## src/rtl/nes_ctlr_port_pkg.sv

```systemverilog
// Shared controller-port definitions: button bit indices and the all-released
// serial pattern.
package nes_ctlr_port_pkg;

    typedef enum logic [2:0] {
        BtnA      = 3'd0,
        BtnB      = 3'd1,
        BtnSelect = 3'd2,
        BtnStart  = 3'd3,
        BtnUp     = 3'd4,
        BtnDown   = 3'd5,
        BtnLeft   = 3'd6,
        BtnRight  = 3'd7
    } ctlr_btn_e;

    localparam int unsigned CtlrNumBtns   = 8;
    localparam logic [7:0]  CTLR_RELEASED = 8'hFF;

endpackage

```

## src/rtl/nes_ctlr_port_btn_debounce.sv

```systemverilog
// One-bit 2-flop synchronizer followed by a stability debouncer.
// DEBOUNCE_CYCLES = 0 leaves only the synchronizer.
module btn_debounce #(
    parameter int unsigned DEBOUNCE_CYCLES = 16
) (
    input  logic clock,
    input  logic reset_n,
    input  logic raw_i,
    output logic deb_o
);

    logic [1:0] sync_q;

    always_ff @(posedge clock or negedge reset_n) begin
        if (!reset_n) begin
            sync_q <= 2'b00;
        end else begin
            sync_q <= {sync_q[0], raw_i};
        end
    end

    if (DEBOUNCE_CYCLES == 0) begin : g_sync_only
        assign deb_o = sync_q[1];
    end else begin : g_debounce
        localparam int unsigned CntW = $clog2(DEBOUNCE_CYCLES + 1);

        logic [CntW-1:0] cnt_q, cnt_d;
        logic            deb_q, deb_d;

        // The value flips on the DEBOUNCE_CYCLES-th consecutive differing clock,
        // so the counter never passes DEBOUNCE_CYCLES-1.
        always_comb begin
            cnt_d = cnt_q;
            deb_d = deb_q;
            if (sync_q[1] == deb_q) begin
                cnt_d = '0;
            end else if (cnt_q == CntW'(DEBOUNCE_CYCLES - 1)) begin
                cnt_d = '0;
                deb_d = sync_q[1];
            end else begin
                cnt_d = cnt_q + 1'b1;
            end
        end

        always_ff @(posedge clock or negedge reset_n) begin
            if (!reset_n) begin
                cnt_q <= '0;
                deb_q <= 1'b0;
            end else begin
                cnt_q <= cnt_d;
                deb_q <= deb_d;
            end
        end

        assign deb_o = deb_q;
    end

endmodule

```

## src/rtl/nes_ctlr_port.sv

```systemverilog
// NES standard controller responder: debounced buttons, optional A/B turbo,
// and the 4021-style latch/shift serial interface.
module nes_ctlr_port
    import nes_ctlr_port_pkg::*;
#(
    parameter int unsigned DEBOUNCE_CYCLES = 16,
    parameter int unsigned TURBO_DIV       = 4
) (
    input  logic       clock,
    input  logic       reset_n,
    input  logic       clock_en_i,
    input  logic       frame_tick_i,
    input  logic [7:0] buttons_raw_i,
    input  logic [1:0] turbo_en_i,
    input  logic       ctlr_latch_i,
    input  logic       ctlr_pulse_i,
    output logic       ctlr_data_o,
    output logic [7:0] btn_state_o
);

    localparam int unsigned FrameW = (TURBO_DIV > 1) ? $clog2(TURBO_DIV) : 1;

    logic [7:0]        btn_deb;
    logic [1:0]        turbo_sync;
    logic [7:0]        btn_q, btn_d;
    logic [7:0]        sr_q, sr_d;
    logic [FrameW-1:0] frame_cnt_q, frame_cnt_d;
    logic              turbo_phase_q, turbo_phase_d;

    for (genvar i = 0; i < CtlrNumBtns; i++) begin : g_btn
        btn_debounce #(
            .DEBOUNCE_CYCLES(DEBOUNCE_CYCLES)
        ) u_btn_debounce (
            .clock  (clock),
            .reset_n(reset_n),
            .raw_i  (buttons_raw_i[i]),
            .deb_o  (btn_deb[i])
        );
    end

    for (genvar i = 0; i < 2; i++) begin : g_turbo
        btn_debounce #(
            .DEBOUNCE_CYCLES(0)
        ) u_turbo_sync (
            .clock  (clock),
            .reset_n(reset_n),
            .raw_i  (turbo_en_i[i]),
            .deb_o  (turbo_sync[i])
        );
    end

    always_comb begin
        frame_cnt_d   = frame_cnt_q;
        turbo_phase_d = turbo_phase_q;
        if (frame_tick_i) begin
            if (frame_cnt_q == FrameW'(TURBO_DIV - 1)) begin
                frame_cnt_d   = '0;
                turbo_phase_d = ~turbo_phase_q;
            end else begin
                frame_cnt_d = frame_cnt_q + 1'b1;
            end
        end
    end

    always_comb begin
        btn_d       = btn_deb;
        btn_d[BtnA] = btn_deb[BtnA] & (~turbo_sync[0] | turbo_phase_q);
        btn_d[BtnB] = btn_deb[BtnB] & (~turbo_sync[1] | turbo_phase_q);
    end

    // Latch has priority: a pulse while the strobe is high never shifts.
    always_comb begin
        sr_d = sr_q;
        if (clock_en_i) begin
            if (ctlr_latch_i) begin
                sr_d = ~btn_q;
            end else if (ctlr_pulse_i) begin
                sr_d = {1'b1, sr_q[7:1]};
            end
        end
    end

    always_ff @(posedge clock or negedge reset_n) begin
        if (!reset_n) begin
            frame_cnt_q   <= '0;
            turbo_phase_q <= 1'b1;
            btn_q         <= '0;
            sr_q          <= CTLR_RELEASED;
        end else begin
            frame_cnt_q   <= frame_cnt_d;
            turbo_phase_q <= turbo_phase_d;
            btn_q         <= btn_d;
            sr_q          <= sr_d;
        end
    end

    assign ctlr_data_o = sr_q[0];
    assign btn_state_o = btn_q;

endmodule

```

## config.mk

```make
export PLATFORM = sky130hd
export DESIGN_NAME = nes_ctlr_port
export DESIGN_NICKNAME = d
export VERILOG_FILES = /design/src/rtl/nes_ctlr_port_pkg.sv /design/src/rtl/nes_ctlr_port_btn_debounce.sv /design/src/rtl/nes_ctlr_port.sv
export SDC_FILE = /design/constraint.sdc
export NUM_CORES = 1
export LEC_CHECK = 0
export CORE_ASPECT_RATIO = 0.5
export CORE_MARGIN = 8
export CORE_UTILIZATION = 55
export CTS_CLUSTER_DIAMETER = 60
export DETAILED_ROUTE_END_ITERATION = 6
export GPL_TIMING_DRIVEN = 0
export PLACE_DENSITY = 0.76
export SLEW_MARGIN = 20
export SYNTH_ARGS = -nofsm -noshare
export SYNTH_HDL_FRONTEND = slang
export SYNTH_SLANG_ARGS = --single-unit
export TNS_END_PERCENT = 30
```

## constraint.sdc

```tcl
create_clock -name clock -period 1.7 [get_ports clock]
set_clock_uncertainty 0.1 [all_clocks]
set_input_delay 0.255 -clock clock [delete_from_list [all_inputs] [get_ports clock]]
set_output_delay 0.255 -clock clock [all_outputs]
set_load 0.03 [all_outputs]
```

==> results of run 1 <==
==> sequential cells by signal, indices dropped and copies added (netlist names) <==
name and flops:
btn_state_o 8, frame_cnt_q 2, g_btn.u_btn_debounce.deb_o 8, g_btn.u_btn_debounce.g_debounce.cnt_q 40
g_btn.u_btn_debounce.sync_q 16, g_turbo.u_turbo_sync.sync_q 4, sr_q 8, turbo_phase_q 1
==> cell usage after synthesis, drive strengths merged (8+ instances only) <==
cell,instances
and2,12
and3,8
dfrtp,78
dfstp,9
ha,9
mux2,9
nand3,16
nor2,36
o21ai,9
xor2,24
==> through the flow <==
| stage | utilization | power (W) |
|---|---|---|
| floorplan | - | 0.00243 |
| global placement | 0.607 | 0.00252 |
| detailed placement | 0.611 | 0.00256 |
| CTS | 0.666 | 0.00466 |
| global route | 0.666 | 0.00478 |
| finish | 0.666 | 0.00459 |
==> power groups by stage <==
stage / logic, W / registers, W / clock network [W]
after detailed placement: 0.000269 / 0.00229 / 0
after global placement: 0.000244 / 0.00228 / 0
after CTS: 0.000275 / 0.00225 / 0.00213
after floorplan: 0.000159 / 0.00227 / 0
final: 0.000266 / 0.00225 / 0.00207
after global routing: 0.000313 / 0.00226 / 0.00220
==> final cells by class <==
cell class                 instances  area, um^2
inverter                           7        26.3
sequential                        87        2190
clock buffer                      13         260
fill                             432        1980
timing repair buffer              23         234
tap                               77        96.3
buffer                             4        32.5
multi-input combinational        152        1040
clock inverter                     3        65.1
==> placed cells by master (no fill, tap or decap), types with 8 or more instances in the layout <==
master,instances
dlygate4sd2_1,9
and2_1,11
clkbuf_16,9
ha_1,9
mux2_2,9
nor2_1,36
clkdlybuf4s50_1,11
xor2_1,24
and3_1,8
dfstp_2,9
nand3_1,16
dfrtp_1,78
o21ai_0,9
==> cell families after synthesis <==
| family | Yosys count |
|---|---|
| AO/OA/AOI/OAI | 33 |
| XOR/XNOR | 25 |
| adder cells (fa/ha/maj) | 9 |
| buffers and inverters | 11 |
| flip-flops | 87 |
| multiplexers | 10 |
| AND/OR/NAND/NOR | 75 |
==> worst register-to-register path, cell delays in order (launching register included) <==
cell and delay [ns]:
dfrtp_1 0.37, ha_1 0.21, nand3_1 0.15, o21ai_0 0.38, nor2_1 0.09
==> repair_timing <==
action / 4_1_cts / 5_1_grt
endpoints found under the setup margin: 9 / 0
endpoints found under the hold margin: 24 / 0
hold buffers: 1 / 0
gates resized for setup: 9 / 0
==> worst max-delay path by stage <==
stage,start,to,slack [ns]
3_3_place_gp,reset_n,g_btn[5].u_btn_debounce.g_debounce.cnt_q[2],-2.60
4_1_cts,sr_q[0],ctlr_data_o,0.04
6_report,sr_q[0],ctlr_data_o,0.06
5_1_grt,sr_q[0],ctlr_data_o,0.02
3_5_place_dp,sr_q[0],ctlr_data_o,0.13
2_1_floorplan,g_btn[6].u_btn_debounce.g_debounce.cnt_q[0],g_btn[6].u_btn_debounce.deb_o,0.44
==> per-layer routing <==
layer	wire, um	share of wire	vias to the layer above
met5	0	0	-
met4	73	0.015	0
met3	192	0.038	7
met2	2590	0.52	23
met1	2160	0.43	932
li1	-	-	908
==> impl_metrics.yaml, run 1 <==
setup_path:
  cp-start-kind: "register"
  reg2reg_depth: 4
  r2r_end: "g_btn[3].u_btn_debounce.g_debounce.cnt_q[3]"
  crit_required_ns: 1.34
  r2r_slack_ns: 0.27
  r2r-start: "g_btn[3].u_btn_debounce.g_debounce.cnt_q[0]"
  crit_path_end_kind: "output pin"
  path_max_fanout: 3
  slowest_delay_ns: 0.54
  worst-path-stages: 1
  arrival_ns: 1.28
  crit_buf_inv: 1
  critical-path-slowest-cell: "dfstp_2"
  crit_path_cell_trace: "dlygate4sd2_1"
  worstSetupPathType: "reg2out"
  critPathTopFamily: "flip-flops"
floorplan:
  die_h_um: 70.7
  core_um2: 5930
  die_width_um: 125
  initial_core_util: 0.555
  ios: 25
  die_area_um2: 8870
  num_rows: 20
yosys:
  synth-compound-area-share: 0.0737
  syn_nets: 275
  netlist_instances: 250
  ys_seq_area_frac: 0.665
  synth_simple_gate_area_share: 0.109
  synth_top_family_by_area: "simple AND/OR/NAND/NOR gates"
  ys_types: 24
  synth_edf_count: 0
  synthTopCellsByArea: "dfrtp_1 59%, dfstp_2 7.2%, xor2_1 6.4%, nor2_1 4.1%, ha_1 3.4%"
  ys_async_sr_fraction: 1.00
  yosys.area.top_type: "dfrtp_1"
  synthFlopType: "dfrtp_1"
  syn-mean-instance-area_um2: 13.2
  synth_warnings: 0
  synth_xor_area_frac: 0.0665
  synth-adder-area-share: 0.0342
  synth_mux_area_frac: 0.0338
  synth-seq-cells: 87
  yosysTopAreaCellShare: 0.593
  synth_area_um2: 3290
sta:
  setup_slack_ns: 0.0615
  setup_viol: 0
  finalHoldViolations: 0
  rsz0062_at_grt: "false"
  drv_slew: 0
  fin_crit_ns: 1.64
  maxSlewHeadroom: 0.726
  hold-worst-slack_ns: 0.108
  final.setup.tns_ns: 0
  worstMarginPinSlew_ns: 0.407
  max_freq_mhz: 610
  fin_crit_sh: 0.964
power_and_ir_drop:
  powerDensity_nw_per_um2: 1160
  clockPowerShare: 0.452
  swShare: 0.199
  ir_drop_mv: 0.830
  pwr-share-comb: 0.058
  p_int_w: 0.00368
  seq_power_share: 0.491
  switchingPower_w: 0.000913
  leakagePower_nw: 1.97
placement:
  placed_area_um2: 3620
  port_buffers: 21
  placed_cells: 349
  gp_congestion: 0.708
  hpwl_um: 3380
  dp_worst_setup_slack_ns: 0.129
cells_and_area:
  final_cell_area_um2: 3950
  drive_gt1_frac: 0.163
  antenna_cells: 0
  area_delta_synth_final_pct: 19.9
  fin_nets: 309
  fin_cells: 366
clock_tree:
  cts_buffers: 9
  cts_tree: "done"
  h-tree-depth: 3
  ctsLongestPathBuffers: 2
  clock-root-buffer: "clkbuf_16"
  insertion_delay_ns: 0.33
  post_cts.repair.setup_buffers: 0
  cts_num_sinks: 87
  clkTransAtPathRegs_ns: 0.06
grt:
  grtUsageTotal: 0.128
  grt_max_degree: 63
  busiest_layer: "met2"
  use_met1: 0.134
  antenna_found_initial: 0
  grt_pass1_vias: 2074
  use_met3: 0.0525
  gr-total-overflow: 0
  grt_pass1_wl_um: 9030
  grtUsageMet2: 0.226
min_path:
  min_to: "sr_q[7]"
  hp-class: "in2reg"
  worstHoldStart: "clock_en_i"
  min_path_cells: 3
route:
  drt_iter0_drc: 141
  via_per_inst: 5.11
  wl_per_cell_um: 13.7
  wl_um: 5010
  drc: 0
  vias: 1870
  ant_nets: 0
  first_pass_iters: 4
flow_run:
  cap_violations: 0
run_status:
  status: "finished clean"
Note: power is estimated with default switching activity, not from simulation.
==> run 2: changes to the inputs <==
--- a/config.mk
+++ b/config.mk
@@ -6,7 +6,6 @@
 export NUM_CORES = 1
 export LEC_CHECK = 0
 export CORE_ASPECT_RATIO = 0.5
-export CORE_MARGIN = 8
 export CORE_UTILIZATION = 55
 export CTS_CLUSTER_DIAMETER = 60
 export DETAILED_ROUTE_END_ITERATION = 6
==> impl_metrics.yaml, run 2 (same netlist as run 1, synthesis figures left out) <==
run_status:
  status: "finished clean"
floorplan:
  core_um2: 5630
  die_width_um: 111
  ios: 25
  die_h_um: 56.7
  num_rows: 19
  initial_core_util: 0.584
  die_area_um2: 6320
setup_path:
  cp-start-kind: "register"
  crit_path_end_kind: "output pin"
  reg2reg_depth: 4
  crit_buf_inv: 1
  arrival_ns: 1.27
  r2r-start: "g_btn[6].u_btn_debounce.g_debounce.cnt_q[0]"
  critPathTopFamily: "flip-flops"
  r2r_slack_ns: 0.31
  crit_path_cell_trace: "dlygate4sd2_1"
  slowest_delay_ns: 0.54
  path_max_fanout: 3
  critical-path-slowest-cell: "dfstp_2"
  r2r_end: "g_btn[6].u_btn_debounce.deb_o"
  crit_required_ns: 1.34
  worstSetupPathType: "reg2out"
sta:
  drv_slew: 0
  worstMarginPinSlew_ns: 0.418
  setup_viol: 0
  finalHoldViolations: 0
  maxSlewHeadroom: 0.722
  fin_crit_sh: 0.958
  rsz0062_at_grt: "false"
  max_freq_mhz: 614
  final.setup.tns_ns: 0
  fin_crit_ns: 1.63
  setup_slack_ns: 0.0709
  hold-worst-slack_ns: 0.104
placement:
  port_buffers: 21
  gp_congestion: 0.735
  dp_worst_setup_slack_ns: 0.152
  hpwl_um: 3340
flow_run:
  cap_violations: 0
cells_and_area:
  largest_reg_flops: 40
  antenna_cells: 0
  fin_nets: 309
  mostFrequentLayoutCell: "dfrtp_1"
  regMostFlops: "g_btn.u_btn_debounce.g_debounce.cnt_q"
  area_delta_synth_final_pct: 19.0
  fillerInstances: 401
  top_regs: "g_btn.u_btn_debounce.g_debounce.cnt_q (40), g_btn.u_btn_debounce.sync_q (16)"
  layout_common_cells: "78 x dfrtp_1, 36 x nor2_1, 24 x xor2_1"
  drive_gt1_frac: 0.166
grt:
  grt_pass1_wl_um: 8710
  use_met1: 0.216
  busiest_layer: "met2"
  antenna_found_initial: 0
  grtUsageTotal: 0.186
  use_met3: 0.0886
  gr-total-overflow: 0
  grt_max_degree: 57
  grtUsageMet2: 0.310
  grt_pass1_vias: 1915
clock_tree:
  clock-root-buffer: "clkbuf_16"
  clkTransAtPathRegs_ns: 0.06
  ctsLongestPathBuffers: 2
  cts_num_sinks: 87
  post_cts.repair.setup_buffers: 0
  h-tree-depth: 3
  insertion_delay_ns: 0.34
  cts_buffers: 9
  cts_tree: "done"
min_path:
  min_path_cells: 3
  min_to: "sr_q[7]"
  worstHoldStart: "clock_en_i"
  hp-class: "in2reg"
route:
  ant_nets: 0
  vias: 1843
  drc: 0
  drt_iter0_drc: 139
  wl_um: 4900
  via_per_inst: 5.09
  wl_per_cell_um: 13.5
  first_pass_iters: 4
power_and_ir_drop:
  leakagePower_nw: 1.95
  ir_drop_mv: 1.04
  p_total_w: 0.00445
  powerDensity_nw_per_um2: 1140
-- run 2: cell count changes in the layout (fill, tap and decap cells not counted), sizes merged --
cell      previous run  this run
bufinv               2         1
clkbuf              13        10
clkinvlp             0         3
inv                  7         8
-- run 2: how the worst max path moves through the flow --
stage | start | to | slack (ns) | cells past startpoint
final | sr_q[0] | ctlr_data_o | 0.07 | 1
after global routing | sr_q[0] | ctlr_data_o | 0.03 | 1
after CTS | sr_q[0] | ctlr_data_o | 0.05 | 1
after floorplan | g_btn[6].u_btn_debounce.g_debounce.cnt_q[0] | g_btn[6].u_btn_debounce.deb_o | 0.44 | 4
after global placement | reset_n | g_btn[5].u_btn_debounce.g_debounce.cnt_q[3] | -2.57 | 1
after detailed placement | sr_q[0] | ctlr_data_o | 0.15 | 1
-- run 2: final cells by class --
class	count	area, um^2	share of cell area
clock inverter	6	70.1	0.0179
tap	73	91.3	0.0233
sequential	87	2190	0.559
multi-input combinational	152	1040	0.267
timing repair buffer	23	234	0.0597
inverter	7	26.3	0.00671
buffer	4	32.5	0.00831
clock buffer	10	229	0.0585
-- run 2: power breakdown --
group	switching, W	internal (W)	leakage [nW]
Sequential	0.0000658	0.00218	1.11
Combinational	0.000140	0.000130	0.700
Clock	0.000789	0.00114	0.135
-- run 2: worst register-to-register path, stage by stage (launching register included) --
cell	delay, ns
dfrtp_1	0.37
ha_1	0.20
nand3_1	0.12
nor2_1	0.14
mux2_2	0.35
-- run 2: per-layer routing --
| metal | share of wire | vias to the layer above |
|---|---|---|
| met4 | 0.012 | 0 |
| li1 | - | 904 |
| met2 | 0.48 | 27 |
| met5 | 0 | - |
| met1 | 0.45 | 905 |
| met3 | 0.049 | 7 |
-- run 2: stage by stage --
stage	area [um^2]	cells	utilization
finish	3920	362	0.695
global route	3920	362	0.695
CTS	3920	362	0.695
detailed placement	3620	345	0.642
global placement	3590	344	0.638
floorplan	3290	250	-
-- run 2: what timing repair did --
item                                   in CTS  in global routing
setup endpoints to repair                   9                  0
gates resized for setup                     9                  0
hold buffers                                1                  0
endpoints found under the hold margin      29                  0
==> run 3: changes to the inputs <==
--- a/config.mk
+++ b/config.mk
@@ -11,6 +11,7 @@
 export DETAILED_ROUTE_END_ITERATION = 6
 export GPL_TIMING_DRIVEN = 0
 export PLACE_DENSITY = 0.76
+export REMOVE_ABC_BUFFERS = 1
 export SLEW_MARGIN = 20
 export SYNTH_ARGS = -nofsm -noshare
 export SYNTH_HDL_FRONTEND = slang
==> impl_metrics.yaml, run 3 (same netlist as run 1, synthesis figures left out) <==
grt:
  grt_pass1_wl_um: 8850
  grt_max_degree: 64
  grt_pass1_vias: 2023
  gr-total-overflow: 0
  grtUsageTotal: 0.189
  antenna_found_initial: 0
setup_path:
  reg2reg_depth: 4
  crit_path_cell_trace: "dlygate4sd2_1"
  critPathTopFamily: "flip-flops"
  path_max_fanout: 3
  worstSetupPathType: "reg2out"
  crit_path_end_kind: "output pin"
  worstSetupStartpoint: "sr_q[0]"
  arrival_ns: 1.28
  critical-path-slowest-cell: "dfstp_2"
  cp-start-kind: "register"
  crit_required_ns: 1.34
  slowest_delay_ns: 0.55
  r2r-start: "g_btn[1].u_btn_debounce.g_debounce.cnt_q[0]"
  r2r_end: "g_btn[1].u_btn_debounce.deb_o"
  crit_buf_inv: 1
  r2r_slack_ns: 0.31
sta:
  worstMarginPinSlew_ns: 0.384
  max_freq_mhz: 611
  fin_crit_sh: 0.963
  final.setup.tns_ns: 0
  drv_slew: 0
  rsz0062_at_grt: "false"
  setup_slack_ns: 0.0629
  maxSlewHeadroom: 0.742
  setup_viol: 0
  fin_crit_ns: 1.64
  finalHoldViolations: 0
cells_and_area:
  mostFrequentLayoutCell: "dfrtp_1"
  top_regs: "g_btn.u_btn_debounce.g_debounce.cnt_q (40), g_btn.u_btn_debounce.sync_q (16)"
  area_delta_synth_final_pct: 19.5
  final_util: 0.698
  largest_reg_flops: 40
  fin_cells: 361
  multi_input_area_um2: 1040
  fin_nets: 308
  fillerInstances: 388
  drive_gt1_frac: 0.146
  seq_area_um2: 2190
  layout_common_cells: "78 x dfrtp_1, 36 x nor2_1, 24 x xor2_1"
  antenna_cells: 0
  regMostFlops: "g_btn.u_btn_debounce.g_debounce.cnt_q"
route:
  vias: 1843
  drt_iter0_drc: 122
  wl_um: 4840
  via_per_inst: 5.11
  first_pass_iters: 6
  met2_length_um: 2380
  ant_nets: 0
  top_layer_used: "met4"
  wl_per_cell_um: 13.4
  met3_length_um: 215
  wl_met1_um: 2220
  drc: 2
placement:
  placed_cells: 344
  port_buffers: 24
  hpwl_um: 3280
  dp_worst_setup_slack_ns: 0.0159
  gp_congestion: 0.766
floorplan:
  ios: 25
  die_area_um2: 6320
  die_h_um: 56.7
  die_width_um: 111
  initial_core_util: 0.584
  num_rows: 19
  core_um2: 5630
power_and_ir_drop:
  powerDensity_nw_per_um2: 1160
  ir_drop_mv: 0.853
  leakagePower_nw: 1.96
min_path:
  min_to: "g_btn[5].u_btn_debounce.sync_q[1]"
  hp-class: "reg2reg"
  min_path_cells: 0
  worstHoldStart: "g_btn[5].u_btn_debounce.sync_q[0]"
clock_tree:
  clock-root-buffer: "clkbuf_16"
  insertion_delay_ns: 0.33
  clkTransAtPathRegs_ns: 0.06
  cts_num_sinks: 87
  cts_buffers: 9
  cts_tree: "done"
  ctsLongestPathBuffers: 2
  h-tree-depth: 3
run_status:
  status: "complete, but fails checks"
  violations: "design-rule violations"
flow_run:
  cap_violations: 0
-- run 3: cell count changes in the layout (fill, tap and decap cells not counted) --
cell,before,now
buf_2,2,0
buf_6,2,0
bufinv_16,1,2
clkbuf_1,1,3
clkbuf_8,0,1
clkdlybuf4s50_1,11,14
clkinv_4,1,0
clkinvlp_4,3,1
inv_6,1,0
-- run 3: area by class of cell --
type / instances / area share
clock buffer: 13 / 0.0636
clock inverter: 3 / 0.0172
inverter: 7 / 0.00668
multi-input combinational: 152 / 0.266
sequential: 87 / 0.556
tap: 73 / 0.0232
timing repair buffer: 26 / 0.0671
-- run 3: routing by layer --
metal / vias up / global-route usage
li1: 901 / -
met1: 917 / 0.213
met2: 21 / 0.321
met3: 4 / 0.0821
met4: 0 / 0.0753
met5: - / 0
-- run 3: through the flow --
stage	area (um^2)	total power [W]	hold WS, ns
after CTS	3930	0.00463	0.247
final	3930	0.00457	0.247
after global routing	3930	0.00477	0.251
after floorplan	3260	0.00242	-0.141
after global placement	3590	0.00252	0.233
after detailed placement	3620	0.00256	0.0785
-- run 3: power breakdown --
group / total (W) / internal [W] / switching [W] / leakage, nW
Clock: 0.00205 / 0.00133 / 0.000721 / 0.150
Sequential: 0.00225 / 0.00219 / 0.0000651 / 1.11
Combinational: 0.000267 / 0.000129 / 0.000138 / 0.692
Total: 0.00457 / 0.00364 / 0.000924 / 1.96
-- run 3: worst max path at each step --
stage	end	cells after the start
after floorplan	g_btn[6].u_btn_debounce.deb_o	4
after global placement	g_btn[1].u_btn_debounce.g_debounce.cnt_q[0]	1
after detailed placement	sr_q[1]	4
after CTS	ctlr_data_o	1
after global routing	ctlr_data_o	1
final	ctlr_data_o	1
-- run 3: repair_timing --
action / in CTS / in global routing
gates resized for setup: 9 / 0
endpoints found under the setup margin: 9 / 0
buffers inserted: 0 / 0
hold buffers: 1 / 0
endpoints found under the hold margin: 24 / 0
